**config.mk**
```make
export PLATFORM = sky130hd
export DESIGN_NAME = v4_peak_detector
export DESIGN_NICKNAME = d
export VERILOG_FILES = /design/src/rtl/v4_peak_detector.sv
export SDC_FILE = /design/constraint.sdc
export NUM_CORES = 1
export LEC_CHECK = 0
export ABC_AREA = 1
export BUFFER_PORTS_ARGS = -buffer_cell sky130_fd_sc_hd__buf_2
export CAP_MARGIN = 40
export CORE_MARGIN = 2
export CORE_UTILIZATION = 40
export CTS_CLUSTER_SIZE = 30
export DETAILED_ROUTE_END_ITERATION = 10
export MAX_ROUTING_LAYER = met4
export SLEW_MARGIN = 10
export SYNTH_ARGS = -nofsm -noshare
export SYNTH_HDL_FRONTEND = slang
export SYNTH_SLANG_ARGS = --single-unit
```
**constraint.sdc**
```tcl
create_clock -name clk -period 2.2 [get_ports clk]
set_clock_uncertainty 0.1 [all_clocks]
set_input_delay 0.11 -clock clk [delete_from_list [all_inputs] [get_ports clk]]
set_output_delay 0.11 -clock clk [all_outputs]
set_load 0.02 [all_outputs]
```
**src/rtl/v4_peak_detector.sv**
```systemverilog
// -----------------------------------------------------------------------------
// package_settings / v4_peak_detector
//
// Purpose: detects pulses in the shaped output of a trapezoidal filter. Each
// pulse that rises above THRESHOLD produces one event: the peak amplitude,
// the timestamp of the peak sample, the time spent above threshold and a
// pileup flag. Events wait in a single output slot with a valid/ready
// handshake. Events that find the slot occupied are dropped and counted.
// After each event the detector ignores its input for a dead time.
//
// Ports:
//   clk            single clock
//   reset          asynchronous active-low reset
//   filt_data      signed filter sample, one per clk
//   evt_ready      consumer accepts the pending event
//   evt_valid      output slot holds an unconsumed event
//   evt_amplitude  peak value of the pulse
//   evt_time       timestamp of the peak sample
//   evt_width      samples above threshold, saturating at 255
//   evt_pileup     width exceeded MAX_WIDTH
//   lost_count     events dropped on a full slot, saturating
//   busy           detector is not idle
// -----------------------------------------------------------------------------
package package_settings;
  localparam int SIZE_FILTER_DATA = 16;
endpackage

module v4_peak_detector
  import package_settings::*;
#(
  parameter logic signed [SIZE_FILTER_DATA-1:0] THRESHOLD = 100,
  parameter int HOLDOFF   = 16,
  parameter int MAX_WIDTH = 64,
  parameter int TS_WIDTH  = 32
) (
  input  logic                               clk,
  input  logic                               reset,
  input  logic signed [SIZE_FILTER_DATA-1:0] filt_data,
  input  logic                               evt_ready,
  output logic                               evt_valid,
  output logic signed [SIZE_FILTER_DATA-1:0] evt_amplitude,
  output logic [TS_WIDTH-1:0]                evt_time,
  output logic [7:0]                         evt_width,
  output logic                               evt_pileup,
  output logic [15:0]                        lost_count,
  output logic                               busy
);

  // A zero dead time still spends one cycle in HOLD.
  localparam int          HOLD_LEN  = (HOLDOFF == 0) ? 1 : HOLDOFF;
  localparam logic [31:0] HOLD_LAST = 32'(HOLD_LEN - 1);

  typedef enum logic [1:0] {S_IDLE, S_RISE, S_FINISH, S_HOLD} state_t;

  state_t r_state;
  state_t w_state_next;

  // Input stage: each sample is registered together with the timestamp of
  // the edge that captured it, so the FSM sees sample and ts as a pair.
  logic signed [SIZE_FILTER_DATA-1:0] r_filt;
  logic [TS_WIDTH-1:0]                r_filt_ts;
  logic [TS_WIDTH-1:0]                r_ts;

  logic signed [SIZE_FILTER_DATA-1:0] r_peak;
  logic [TS_WIDTH-1:0]                r_peak_ts;
  logic [7:0]                         r_width;
  logic [31:0]                        r_hold_cnt;

  logic                               r_evt_valid;
  logic signed [SIZE_FILTER_DATA-1:0] r_evt_amplitude;
  logic [TS_WIDTH-1:0]                r_evt_time;
  logic [7:0]                         r_evt_width;
  logic                               r_evt_pileup;
  logic [15:0]                        r_lost_count;

  logic w_above;
  logic w_higher;
  logic w_hold_done;
  logic w_slot_free;
  logic w_load;
  logic w_drop;
  logic w_xfer;
  logic w_pileup;

  assign w_above     = (r_filt > THRESHOLD);
  assign w_higher    = (r_filt > r_peak);     // strict: ties keep earliest ts
  assign w_hold_done = (r_hold_cnt == HOLD_LAST);
  assign w_pileup    = (int'({24'd0, r_width}) > MAX_WIDTH);

  // State register
  always_ff @(posedge clk or negedge reset) begin
    if (!reset) begin
      r_state <= S_IDLE;
    end else begin
      r_state <= w_state_next;
    end
  end

  // Next-state logic
  always_comb begin
    w_state_next = r_state;
    unique case (r_state)
      S_IDLE:   if (w_above)     w_state_next = S_RISE;
      S_RISE:   if (!w_above)    w_state_next = S_FINISH;
      S_FINISH:                  w_state_next = S_HOLD;
      S_HOLD:   if (w_hold_done) w_state_next = S_IDLE;
      default:                   w_state_next = S_IDLE;
    endcase
  end

  // Output decode
  always_comb begin
    w_slot_free = !r_evt_valid || evt_ready;
    w_load      = (r_state == S_FINISH) && w_slot_free;
    w_drop      = (r_state == S_FINISH) && !w_slot_free;
    w_xfer      = r_evt_valid && evt_ready;
    busy        = (r_state != S_IDLE);
  end

  // Datapath and output slot
  always_ff @(posedge clk or negedge reset) begin
    if (!reset) begin
      r_ts            <= '0;
      r_filt          <= '0;
      r_filt_ts       <= '0;
      r_peak          <= '0;
      r_peak_ts       <= '0;
      r_width         <= '0;
      r_hold_cnt      <= '0;
      r_evt_valid     <= 1'b0;
      r_evt_amplitude <= '0;
      r_evt_time      <= '0;
      r_evt_width     <= '0;
      r_evt_pileup    <= 1'b0;
      r_lost_count    <= '0;
    end else begin
      r_ts      <= r_ts + 1'b1;
      r_filt    <= filt_data;
      r_filt_ts <= r_ts;

      unique case (r_state)
        S_IDLE: begin
          if (w_above) begin
            r_peak    <= r_filt;
            r_peak_ts <= r_filt_ts;
            r_width   <= 8'd1;
          end
        end
        S_RISE: begin
          if (w_above) begin
            if (r_width != 8'hFF) r_width <= r_width + 8'd1;
            if (w_higher) begin
              r_peak    <= r_filt;
              r_peak_ts <= r_filt_ts;
            end
          end
        end
        S_FINISH: begin
          r_hold_cnt <= '0;
        end
        S_HOLD: begin
          r_hold_cnt <= w_hold_done ? 32'd0 : r_hold_cnt + 32'd1;
        end
        default: ;
      endcase

      // A load in the same cycle as a transfer keeps valid high with new data.
      if (w_load) begin
        r_evt_valid     <= 1'b1;
        r_evt_amplitude <= r_peak;
        r_evt_time      <= r_peak_ts;
        r_evt_width     <= r_width;
        r_evt_pileup    <= w_pileup;
      end else if (w_xfer) begin
        r_evt_valid <= 1'b0;
      end

      if (w_drop && (r_lost_count != 16'hFFFF)) begin
        r_lost_count <= r_lost_count + 16'd1;
      end
    end
  end

  assign evt_valid     = r_evt_valid;
  assign evt_amplitude = r_evt_amplitude;
  assign evt_time      = r_evt_time;
  assign evt_width     = r_evt_width;
  assign evt_pileup    = r_evt_pileup;
  assign lost_count    = r_lost_count;

endmodule

```
== Yosys cells after proc, flatten, opt, wreduce, memory -nomap -nowiden ==
Index checks and enable logic that the tools add are counted.

* Logic and storage cells: 68
* Bits of input ports: 19
* Bits in registers: 244
* Output and inout port bits: 75

* Reduce and logical (&&, ||, !) cells: 15
* Equal/unequal tests: 12
* Add/subtract/negate cells: 4
* Order comparisons: 3
* Mux-type cells: 20

{| class="wikitable"
|+ Operators with widths
! kind !! number
|-
| 32-bit 2-to-1 mux || 4
|-
| 32-bit case mux with 2 select lines || 2
|-
| 32-bit by 1-bit adder with 32-bit output, second input constant || 2
|-
| 16-bit 2-to-1 mux || 3
|-
| 32-bit by 4-bit == test with 1-bit output, second input constant || 1
|-
| 16-bit case mux with 2 select lines || 1
|-
| 8-bit 2-to-1 mux || 3
|-
| 16-bit by 1-bit adder with 16-bit output, second input constant || 1
|-
| 16-bit > comparator || 1
|-
| 16-bit by 8-bit > comparator with 1-bit output, second input constant || 1
|-
| 16-bit != test, second input constant || 1
|-
| 8-bit case mux with 2 select lines || 1
|-
| 2-bit != test, second input constant || 6
|-
| 8-bit by 1-bit adder with 8-bit output, second input constant || 1
|-
| 8-bit by 7-bit > comparator with 1-bit output, second input constant || 1
|-
| 8-bit != test, second input constant || 1
|-
| 2-bit case mux with 4 select lines || 1
|-
| 4-bit AND reduction || 2
|-
| 2-bit nonzero test || 4
|-
| 2-bit 2-to-1 mux || 3
|-
| 2-bit == test, second input constant || 2
|-
| 1-bit logical AND || 4
|-
| 3-bit AND reduction || 1
|-
| 2-bit by 1-bit == test with 1-bit output, second input constant || 1
|-
| 4 further kinds || 6
|}

== Logic depth before layout (Yosys ltp) ==
* Word-level depth: 5
* Mapped depth: 19
* Gate-level depth less buffers: 17

== Worst setup path after synthesis ==
OpenSTA, ideal clock, no wires.

* Kind: reg-to-reg
* Start point: register r_filt[13]
* End point: register r_peak[0]
* Clock period less this slack: 1.981 ns
* Arrival: 1.765 ns
* Library setup time: 0.116 ns
* Setup slack: 0.219 ns
* Buffers on the path: 2
* Data required time: 1.984 ns
* Cell stages (with the launch flop): 16
* Cells stage by stage: dfrtp_1 -> ha_1 -> nand2_1 -> inv_1 -> o21bai_1 -> nand2_1 -> a21oi_1 -> nand2_1 -> nand2_1 -> nand3_1 -> nand2_1 -> nand2_1 -> buf_4 -> buf_6 -> nand2_1 -> nand2_1

* Longest elaborated chain between the ends: 3
* Elaborated cells on any way between the ends: 6
* Classes of those cells: 2 x order compare; 3 x eq/ne; 1 x reduce/logical

{| class="wikitable"
|+ Ends and longest elaborated chain
! item !! line !! RTL
|-
| from (decl) || 60 || <nowiki>logic signed [SIZE_FILTER_DATA-1:0] r_filt;</nowiki>
|-
| from (signal assigned) || 138 || <nowiki>r_filt <= filt_data;</nowiki>
|-
| 16-bit > comparator / 16-bit by 8-bit > comparator with 1-bit output (equally long branches) || 86, 85 ||
|-
| 2-bit != test (no line) || -- ||
|-
| 4-bit AND reduction (no line) (*) || -- ||
|-
| to (signal assigned) || 144 || <nowiki>r_peak <= r_filt;</nowiki>
|-
| to (signal assigned) || 153 || <nowiki>r_peak <= r_filt;</nowiki>
|-
| to (decl) || 64 || <nowiki>logic signed [SIZE_FILTER_DATA-1:0] r_peak;</nowiki>
|}

Mark *: on every way between the ends. The rest lies on a longest branch, timed or not.
A chain may end at the register's enable or synchronous reset.

== Worst setup path after layout ==
* Start point: register r_peak[3]
* End point: register r_peak_ts[13]

* Longest elaborated chain between the ends: 3

{| class="wikitable"
|+ Ends and longest elaborated chain
! item !! line !! RTL
|-
| 16-bit > comparator || 86 || <nowiki>assign w_higher = (r_filt > r_peak);</nowiki>
|-
| 2-bit != test (no line) || -- ||
|-
| 4-bit AND reduction (no line) || -- ||
|-
| to (signal assigned) || 145 || <nowiki>r_peak_ts <= r_filt_ts;</nowiki>
|-
| to (signal assigned) || 154 || <nowiki>r_peak_ts <= r_filt_ts;</nowiki>
|-
| to (decl) || 65 || <nowiki>logic [TS_WIDTH-1:0] r_peak_ts;</nowiki>
|}

Every way passes these cells.

==> run_results.csv <==
group,metric,value,unit
power_and_ir_drop,pwr_density_cell,1040,nW/um^2
logic_synthesis,ys_seq_area_frac,0.572,
clock_network,clk_latency,530,ps
floorplanning,io_pins,94,
clock_network,cts_buffers,26,
cells_and_area,layout_commonest_cell,"nand2_1",
power_and_ir_drop,p_leak,6.54,nW
logic_synthesis,syn_area,10700,sq um
critical_path,cpMostUsedCell,"nand2_1",
logic_synthesis,synth_adder_area_share,0.0293,
critical_path,slowest_stage,"dfrtp_1",
routing,routed_wl,24500,um
sta,slew_viol_final,0,
cells_and_area,area_delta_synth_final,21.9,%
sta,post-route-period-util,0.952,
logic_synthesis,yosys.area.top_type_share,0.572,
sta,setup_violations,0,
routing,vias,8037,
critical_path,cp_cell_sequence,"inv_1 -> ha_1 -> a21oi_1 -> nand2_1 -> nand2_1 -> nand2_1 -> nand2_1 -> nand2_1 -> nand2_1 -> nand3_2 -> nand2_4 -> nand2_8 -> clkbuf_16 -> nand2_1 -> nand2_1",
logic_synthesis,synth_top_area_cell,"dfrtp_1",
floorplanning,num_rows,59,
worst_hold_path,min_path_type,"in2async",
outcome,status,"complete, but fails checks",
sta,clock.fmax,478,MHz
critical_path,ff2ff_path_depth,15,
logic_synthesis,synth-compound-area-share,0.0416,
cells_and_area,drive_gt1_frac,0.172,
floorplanning,core_area,26100,sq um
critical_path,critPathLaunchType,"flip-flop",
critical_path,reg2reg_slack,110,ps
critical_path,max_stage_delay,340,ps
sta,slew_headroom,0.592,
critical_path,crit_arrival,2410,ps
routing,drc,4,
sta,worst_pin_slew,612,ps
global_route,grt_max_degree,77,
logic_synthesis,synth_nets,1202,
critical_path,cp_max_fo,10,
power_and_ir_drop,ir_drop,472,uV
logic_synthesis,synth.distinct_cells,41,
clock_network,clk_pin_slew_worst_paths,60,ps
sta,fin_crit,2090,ps
logic_synthesis,synthSimpleGateAreaFrac,0.249,
sta,rsz0062_at_grt,"yes",
routing,routedWlPerCell,14.8,um
cells_and_area,final_net_count,1344,
global_route,first_global_vias,7976,
clock_network,clock_sink_count,244,
clock_network,htree_levels,1,
logic_synthesis,yosysWarnings,0,
cells_and_area,final_cell_mix,"nand2_1 (348), dfrtp_1 (244), inv_1 (93), buf_2 (92), nand3_1 (86)",
cells_and_area,seq_area,6110,sq um
cells_and_area,num_antenna_cells,0,
clock_network,clockBufferDepth,3,
floorplanning,die_h,167,um
floorplanning,initial_core_util,0.409,
critical_path,cpLargestDelayFamily,"simple AND/OR/NAND/NOR gates",
placement,post-place-ws,52.6,ps
logic_synthesis,ys_ff_latch,244,
sta,hold_viol,0,
critical_path,crit_buf_inv,2,
logic_synthesis,synthXorXnorAreaFrac,0.0574,
routing,viasPerCell,4.86,
critical_path,worstPathRequired,2510,ps
outcome,violations,"DRC",
logic_synthesis,synthArstFlopShare,1.00,
placement,place.gp.congestion,0.868,
logic_synthesis,synth_cells,1158,
sta,holdWs,49.2,ps
routing,final_antenna_net_count,0,
sta,fin_ws,106,ps
critical_path,regToRegStartpoint,"r_peak[3]",
global_route,antenna_found_initial,0,
clock_network,clockRootBuffer,"clkbuf_16",
logic_synthesis,avgSynthCellArea,9.22,sq um
routing,firstDrtPassIters,7,
logic_synthesis,synth-main-ff-cell,"dfrtp_1",
logic_synthesis,synth-edff-count,0,
placement,place.detailed.hpwl,16500,um
floorplanning,die_x,167,um
logic_synthesis,synthMuxAreaShare,0,
logic_synthesis,synth_top_family_by_area,"simple AND/OR/NAND/NOR gates",
cells_and_area,fillers,2462,
critical_path,setup.worst_path.class,"reg2reg",
global_route,overflow,0,
floorplanning,die_area,28000,sq um
global_route,grt_pass1_wl,40100,um
cells_and_area,multi_input_area,4120,sq um
clock_network,cts_tree,"done",
critical_path,end_kind,"flip-flop",
routing,drt-initial-drc-count,486,
global_route,grt_use_total,0.179,
critical_path,timing.rr.end,"r_peak_ts[13]",
logic_synthesis,synth_area_leaders,"dfrtp_1 (57%), nand2_1 (13%), xor2_1 (4.4%)",
power_and_ir_drop,total_power,13.5,mW
placement,port_buffers,93,
run,drv_cap,0,
==> sequential cells by signal, summed over array words and instances, names as in the netlist <==
signal / flops
evt_time: 32
r_filt_ts: 32
r_hold_cnt: 32
r_peak_ts: 32
r_ts: 32
evt_amplitude: 16
lost_count: 16
r_filt: 16
r_peak: 16
evt_width: 8
r_width: 8
r_state: 2
evt_pileup: 1
evt_valid: 1
==> routing by layer <==
layer / vias to the layer above / wire [um] / GRT usage
met3: 30 / 981 / 0.0253
li1: 4005 / - / -
met5: - / 0 / -
met4: 0 / 314 / 0.0386
met1: 3875 / 11600 / 0.243
met2: 127 / 11600 / 0.288
==> synthesized netlist by cell type, drive strengths merged, types with 3 or more instances <==
library cell	n
nand2	369
dfrtp	244
inv	99
nand3	91
nor2	69
o21ai	55
xor2	54
nor3	40
ha	25
clkbuf	18
nand4	18
xnor2	16
buf	15
o22ai	13
nor4	10
a21oi	6
or2	4
nor3b	3
==> final cells by class <==
class | instances | share of cell area
flip-flops and latches | 244 | 0.469
multi-input cells | 781 | 0.317
repair buffers | 147 | 0.0841
clock buffers | 37 | 0.0586
well taps | 335 | 0.0322
inverters | 100 | 0.0288
clock inverters | 10 | 0.0103
==> what timing repair did <==
item | CTS | global route
buffers inserted | 0 | 0
hold endpoints to repair | 261 | 0
setup endpoints to repair | 0 | 49
hold buffers | 18 | 0
gates resized for setup | 0 | 25
==> through the flow <==
step | util | TNS, ps | cell area (sq um) | cells
6_report | 0.498 | 0 | 13000 | 1654
5_1_grt | 0.498 | -3050 | 13000 | 1654
3_3_place_gp | 0.450 | 0 | 11800 | 1585
2_1_floorplan | - | 0 | 10700 | 1158
4_1_cts | 0.492 | 0 | 12800 | 1650
3_5_place_dp | 0.450 | 0 | 11800 | 1585
==> worst max path at each step <==
stage               startpoint            end  cells past startpoint
finish               r_peak[3]  r_peak_ts[13]                     15
global route        r_filt[13]     r_peak[13]                     14
floorplan           r_filt[13]      r_peak[0]                     15
global placement    r_filt[15]  r_peak_ts[19]                     13
detailed placement  r_filt[15]  r_peak_ts[10]                     13
CTS                 r_filt[15]      r_peak[0]                     13
==> cell families after synthesis <==
group,count (synthesis)
AND/OR/NAND/NOR,606
adder cells (fa/ha/maj),25
AO/OA/AOI/OAI,80
XOR/XNOR,70
flip-flops,244
buffers and inverters,133
==> where the power goes <==
part	switching (mW)	internal (mW)	leakage (nW)	total [mW]
clock network	1.77	2.76	0.437	4.53
registers	0.315	5.00	3.25	5.31
logic	2.39	1.24	2.86	3.64
Power figures use the tool's default switching activity.
